File: config.mk
export PLATFORM = sky130hd
export DESIGN_NAME = video_out_stage
export DESIGN_NICKNAME = d
export VERILOG_FILES = /design/src/rtl/video_out_stage.sv
export SDC_FILE = /design/constraint.sdc
export NUM_CORES = 1
export LEC_CHECK = 0
export ABC_AREA = 1
export BUFFER_PORTS_ARGS = -buffer_cell sky130_fd_sc_hd__buf_2
export CAP_MARGIN = 20
export CORE_AREA = 2 2 114 88
export DETAILED_ROUTE_END_ITERATION = 16
export DIE_AREA = 0 0 116 90
export HOLD_SLACK_MARGIN = 0.03
export PLACE_DENSITY = 0.61
export SKIP_LAST_GASP = 1
export SLEW_MARGIN = 10
export SYNTH_ARGS = -nofsm -noshare
export SYNTH_HDL_FRONTEND = slang
export SYNTH_SLANG_ARGS = --single-unit
File: constraint.sdc
create_clock -name clk_sys -period 1.4 [get_ports clk_sys]
set_clock_uncertainty 0.1 [all_clocks]
set_input_delay 0.21 -clock clk_sys [delete_from_list [all_inputs] [get_ports clk_sys]]
set_output_delay 0.21 -clock clk_sys [all_outputs]
set_load 0.02 [all_outputs]
File: src/rtl/video_out_stage.sv
// video_out_stage: registered RGB expansion, sync polarity, DE, active-area x/y counters, frame geometry and frame-done pulse
// Ports: clk_sys/reset (sync, active high), ce_pix pixel enable; rgb_i/hsync_i/vsync_i/hblank_i/vblank_i from the core;
// vga_r/g/b/hs/vs/de to the display; x_o/y_o position; frame_o start-of-vblank pulse; line_len_o/line_cnt_o measured geometry.
// Optional SCANLINE_EN macro halves colour intensity on odd active lines.
module video_out_stage #(
  parameter int IN_BITS  = 3,
  parameter int OUT_BITS = 8,
  parameter bit ORDER    = 1'b0,
  parameter bit HS_INV   = 1'b1,
  parameter bit VS_INV   = 1'b1,
  parameter int XW       = 10,
  parameter int YW       = 10
) (
  input  logic                 clk_sys,
  input  logic                 reset,
  input  logic                 ce_pix,
  input  logic [3*IN_BITS-1:0] rgb_i,
  input  logic                 hsync_i,
  input  logic                 vsync_i,
  input  logic                 hblank_i,
  input  logic                 vblank_i,
  output logic [OUT_BITS-1:0]  vga_r,
  output logic [OUT_BITS-1:0]  vga_g,
  output logic [OUT_BITS-1:0]  vga_b,
  output logic                 vga_hs,
  output logic                 vga_vs,
  output logic                 vga_de,
  output logic [XW-1:0]        x_o,
  output logic [YW-1:0]        y_o,
  output logic                 frame_o,
  output logic [XW-1:0]        line_len_o,
  output logic [YW-1:0]        line_cnt_o
);
  logic [IN_BITS-1:0] r_in, g_in, b_in;
  logic [OUT_BITS-1:0] r_e, g_e, b_e, r_s, g_s, b_s;
  logic [XW-1:0] x, x_inc;
  logic [YW-1:0] y, y_inc, y_eol;
  logic prev_de, prev_vb, de, eol, vb_rise;
  assign r_in = ORDER ? rgb_i[3*IN_BITS-1 -: IN_BITS] : rgb_i[IN_BITS-1:0];
  assign g_in = rgb_i[2*IN_BITS-1 -: IN_BITS];
  assign b_in = ORDER ? rgb_i[IN_BITS-1:0] : rgb_i[3*IN_BITS-1 -: IN_BITS];
  // Repeat the input MSB-first across the output width; excess LSBs fall off.
  for (genvar k = 0; k < OUT_BITS; k++) begin : g_exp
    assign r_e[OUT_BITS-1-k] = r_in[IN_BITS-1-(k%IN_BITS)];
    assign g_e[OUT_BITS-1-k] = g_in[IN_BITS-1-(k%IN_BITS)];
    assign b_e[OUT_BITS-1-k] = b_in[IN_BITS-1-(k%IN_BITS)];
  end
`ifdef SCANLINE_EN
  // y is the line index that y_o will show alongside this pixel.
  assign r_s = y[0] ? r_e >> 1 : r_e;
  assign g_s = y[0] ? g_e >> 1 : g_e;
  assign b_s = y[0] ? b_e >> 1 : b_e;
`else
  assign r_s = r_e;
  assign g_s = g_e;
  assign b_s = b_e;
`endif
  assign de      = ~(hblank_i | vblank_i);
  assign eol     = prev_de & ~de;
  assign vb_rise = vblank_i & ~prev_vb;
  assign x_inc   = &x ? x : x + 1'b1;
  assign y_inc   = &y ? y : y + 1'b1;
  // A line ending on the vblank edge is counted before the frame total is latched.
  assign y_eol   = eol ? y_inc : y;
  always_ff @(posedge clk_sys) begin
    if (reset) begin
      vga_r      <= '0;
      vga_g      <= '0;
      vga_b      <= '0;
      vga_hs     <= HS_INV;
      vga_vs     <= VS_INV;
      vga_de     <= 1'b0;
      x_o        <= '0;
      y_o        <= '0;
      frame_o    <= 1'b0;
      line_len_o <= '0;
      line_cnt_o <= '0;
      x          <= '0;
      y          <= '0;
      prev_de    <= 1'b0;
      prev_vb    <= 1'b0;
    end else begin
      frame_o <= ce_pix & vb_rise;
      if (ce_pix) begin
        vga_r   <= de ? r_s : '0;
        vga_g   <= de ? g_s : '0;
        vga_b   <= de ? b_s : '0;
        vga_hs  <= hsync_i ^ HS_INV;
        vga_vs  <= vsync_i ^ VS_INV;
        vga_de  <= de;
        x_o     <= x;
        y_o     <= y;
        x       <= de ? x_inc : '0;
        y       <= vb_rise ? '0 : y_eol;
        prev_de <= de;
        prev_vb <= vblank_i;
        if (eol) line_len_o <= x;
        if (vb_rise) line_cnt_o <= y_eol;
      end
    end
  end
endmodule

==> results.md <==
* Core Region at 9390 µm²
* Setup violations, final at 30
* Status: finished with violations
* First-pass GRT wire length at 14.9 mm
* Commonest non-fill, non-tap cells in the layout: nand2_1, buf_2, dfxtp_1
* PortBufs at 83
* NetSw at 1250 µW
* Routed wire per std cell at 13.6 µm
* Slew @ Worst Pin at 0.319 ns
* Layout cells sized above 1 at 40.7%
* Final Max Tran Viols at 0
* Tot Pwr at 5200 µW
* Clock Path Buffers at 2
* Reg-to-reg startpoint: y[0]
* Worst-path fanout max at 4
* Inserted Diodes at 0
* Worst-case vdd ir drop at 0.583 mV
* CTS H-Tree Depth at 3
* Rel. slew slack at 78.6%
* Place WS at -0.201 ns
* Slack of the worst reg-to-reg path at -0.20 ns
* Slowest CP cell: dfxtp_2
* I/O pin total at 84
* #FFs+latches synth at 74
* Initial antenna violation count at 0
* CTS tree: done
* Die W at 116 µm
* Fin nets at 576
* Mean Syn Cell Area at 7.36 µm²
* Cells after synthesis at 434
* DIE AREA at 10,400 µm²
* RSZ-0062 raised after global routing: yes
* Area grow syn2layout at 51.2%
* Seq/Total Area, Yosys at 46.4%
* Later-pin clock latency in the skew report at 0.34 ns
* GR Util All Layers at 18.1%
* Final instance area at 4830 µm²
* Pin count of the biggest net entering global routing at 21
* Maxcap violations at 0
* WS Path Type: flip-flop to flip-flop
* Switch share at 24.0%
* Arrival time at the worst endpoint at 1.76 ns
* Peak Freq at 0.626 GHz
* Final GP Congestion at 0.862
* Commonest non-fill, non-tap cell in the layout: nand2_1
* Placed Instances at 657
* Part of the power in registers at 42.3%
* Vias/cell at 4.66
* Root buffer cell: clkbuf_16
* HPWL Detailed at 6.11 mm
* Starting Density at 34.0%
* Logic gate share of total power at 9.8%
* Antenna-violating nets left at 0
* Min Tclk post-route at 1.60 ns
* Reg-to-reg endpoint: y[7]
* CP max stage delay at 0.35 ns
* Vias at 3,231
* Ys async rst share at 0%
* Hold Path Class: input pin to flip-flop
* Post-synthesis net count at 452
* Die height at 90 µm
* Internal at 3950 µW
* Worst R2R Path Depth at 9
* CTS clk-pin slew, worst paths at 0.06 ns
* First-pass iteration count of the detailed router at 6
* Crit share post-route at 114%
* Critical path launch point type: flip-flop
* Worst Path Required at 1.56 ns
* EDFF count, synth at 0
* DRT Wirelength at 9.45 mm
* Initial DRC count at 171
* Synth Flop Type: dfxtp_1
* Yosys warning total at 0
* Number of global-route vias before repair at 2,983
* CP cell instances: ha_4, nand3_4, nor2_4, nand3_2, inv_2, nand2_2, nand3_2, nand2_1, a21oi_1
* Static leakage at 0.00212 µW
* CP most frequent cell: nand3_2
* Post-route insts no fill at 694
* Min-Delay Endpoint: y_o[2]
* CTS buffer count at 9
* CTS sink cnt at 74
* Final Hold Viols at 0
* Worst Hold Depth at 3
* Placed inst area at 3950 µm²
* Grt ovf at 0
* Core Rows at 31
* Cell variety after synth at 31
* Drc violations at 0
* Violated checks: negative setup slack
* Critical Path Sink Type: flip-flop
* Power per cell area at 1080 nW/µm²
* Final setup margin at -0.197 ns
* Hold Crit Start: ce_pix
* Clock Power Share at 47.9%
* Mapped cell area at 3190 µm²
## how the worst max path moves through the flow
stage / endpoint / startpoint / slack [ns]
floorplan: line_cnt_o[0] / y[1] / 0.01
finish: y[7] / y[0] / -0.20
CTS: x[6] / x[0] / -0.09
detailed placement: x[5] / x[1] / -0.20
global route: y[7] / y[1] / -0.27
global placement: x[8] / x[1] / -0.11
## flip-flops by register name (all words and copies together) (netlist names)
name	cells
vga_vs	1
prev_de	1
prev_vb	1
vga_g	3
y_o	10
frame_o	1
x	10
y	10
line_cnt_o	10
line_len_o	10
x_o	10
vga_hs	1
vga_b	3
vga_r	3
## synthesized netlist by cell type, drive strengths merged (5+ instances only)
cell type	count	share of area [%]
nand3	22	3.8
a21oi	55	8.9
nor3	5	1.4
a211oi	5	1.2
nor2	45	5.8
dfxtp	74	46
inv	37	4.3
nand2	113	13
o21ai	25	3.9
nand4	7	1.4
buf	25	5.4
clkbuf	10	1.2
## worst max-delay path: cells and delay by family, from the launching register on
| kind | cells | cell delay (ns) |
|---|---|---|
| compound gates | 1 | 0.14 |
| fa+ha+maj | 1 | 0.15 |
| buf+inv | 1 | 0.11 |
| flops | 1 | 0.35 |
| simple gates | 6 | 0.66 |
## kinds of logic after synthesis
logic type | share of synthesized area [%]
AO/OA/AOI/OAI | 14.8
XOR/XNOR | 0.548
adder cells (fa/ha/maj) | 0.783
buffers and inverters | 11.0
flip-flops | 46.4
AND/OR/NAND/NOR | 26.4
## metrics by stage
step	hold WS, ns	TNS [ns]	util [%]
floorplan	0.210	0	-
global placement	0.297	-0.805	42.0
detailed placement	0.301	-2.13	42.0
CTS	0.169	-1.49	48.7
global route	0.219	-5.36	51.5
finish	0.182	-2.60	51.5
## metal layers
layer	wire length [µm]	track usage, %	vias up
li1	-	-	1642
met1	4840	26.8	1494
met2	4070	25.2	84
met3	418	4.86	11
met4	115	6.05	0
met5	0	0	-
## cell type report
type | count | area (µm²)
Multi-Input combinational cell | 289 | 1750
Inverter | 38 | 144
Sequential cell | 74 | 1490
Fill cell | 889 | 4560
Tap cell | 132 | 165
Clock inverter | 5 | 78.8
Clock buffer | 10 | 239
Timing Repair Buffer | 146 | 960
## repair_timing
item,CTS,global route
hold endpoints to repair,11,0
endpoints found under the setup margin,38,40
hold buffers,11,0
cloned,2,0
setup buffers,3,6
pin swaps,17,28
gates resized for setup,39,49
## power by group through the flow
stage / Sequential, µW / Clock, µW / Combinational (µW)
after floorplan: 2310 / 0 / 202
after global routing: 2200 / 2640 / 561
after detailed placement: 2250 / 0 / 448
after CTS: 2200 / 2540 / 490
final: 2200 / 2490 / 510
after global placement: 2240 / 0 / 444
No activity file was read; power rests on OpenSTA's default activity.
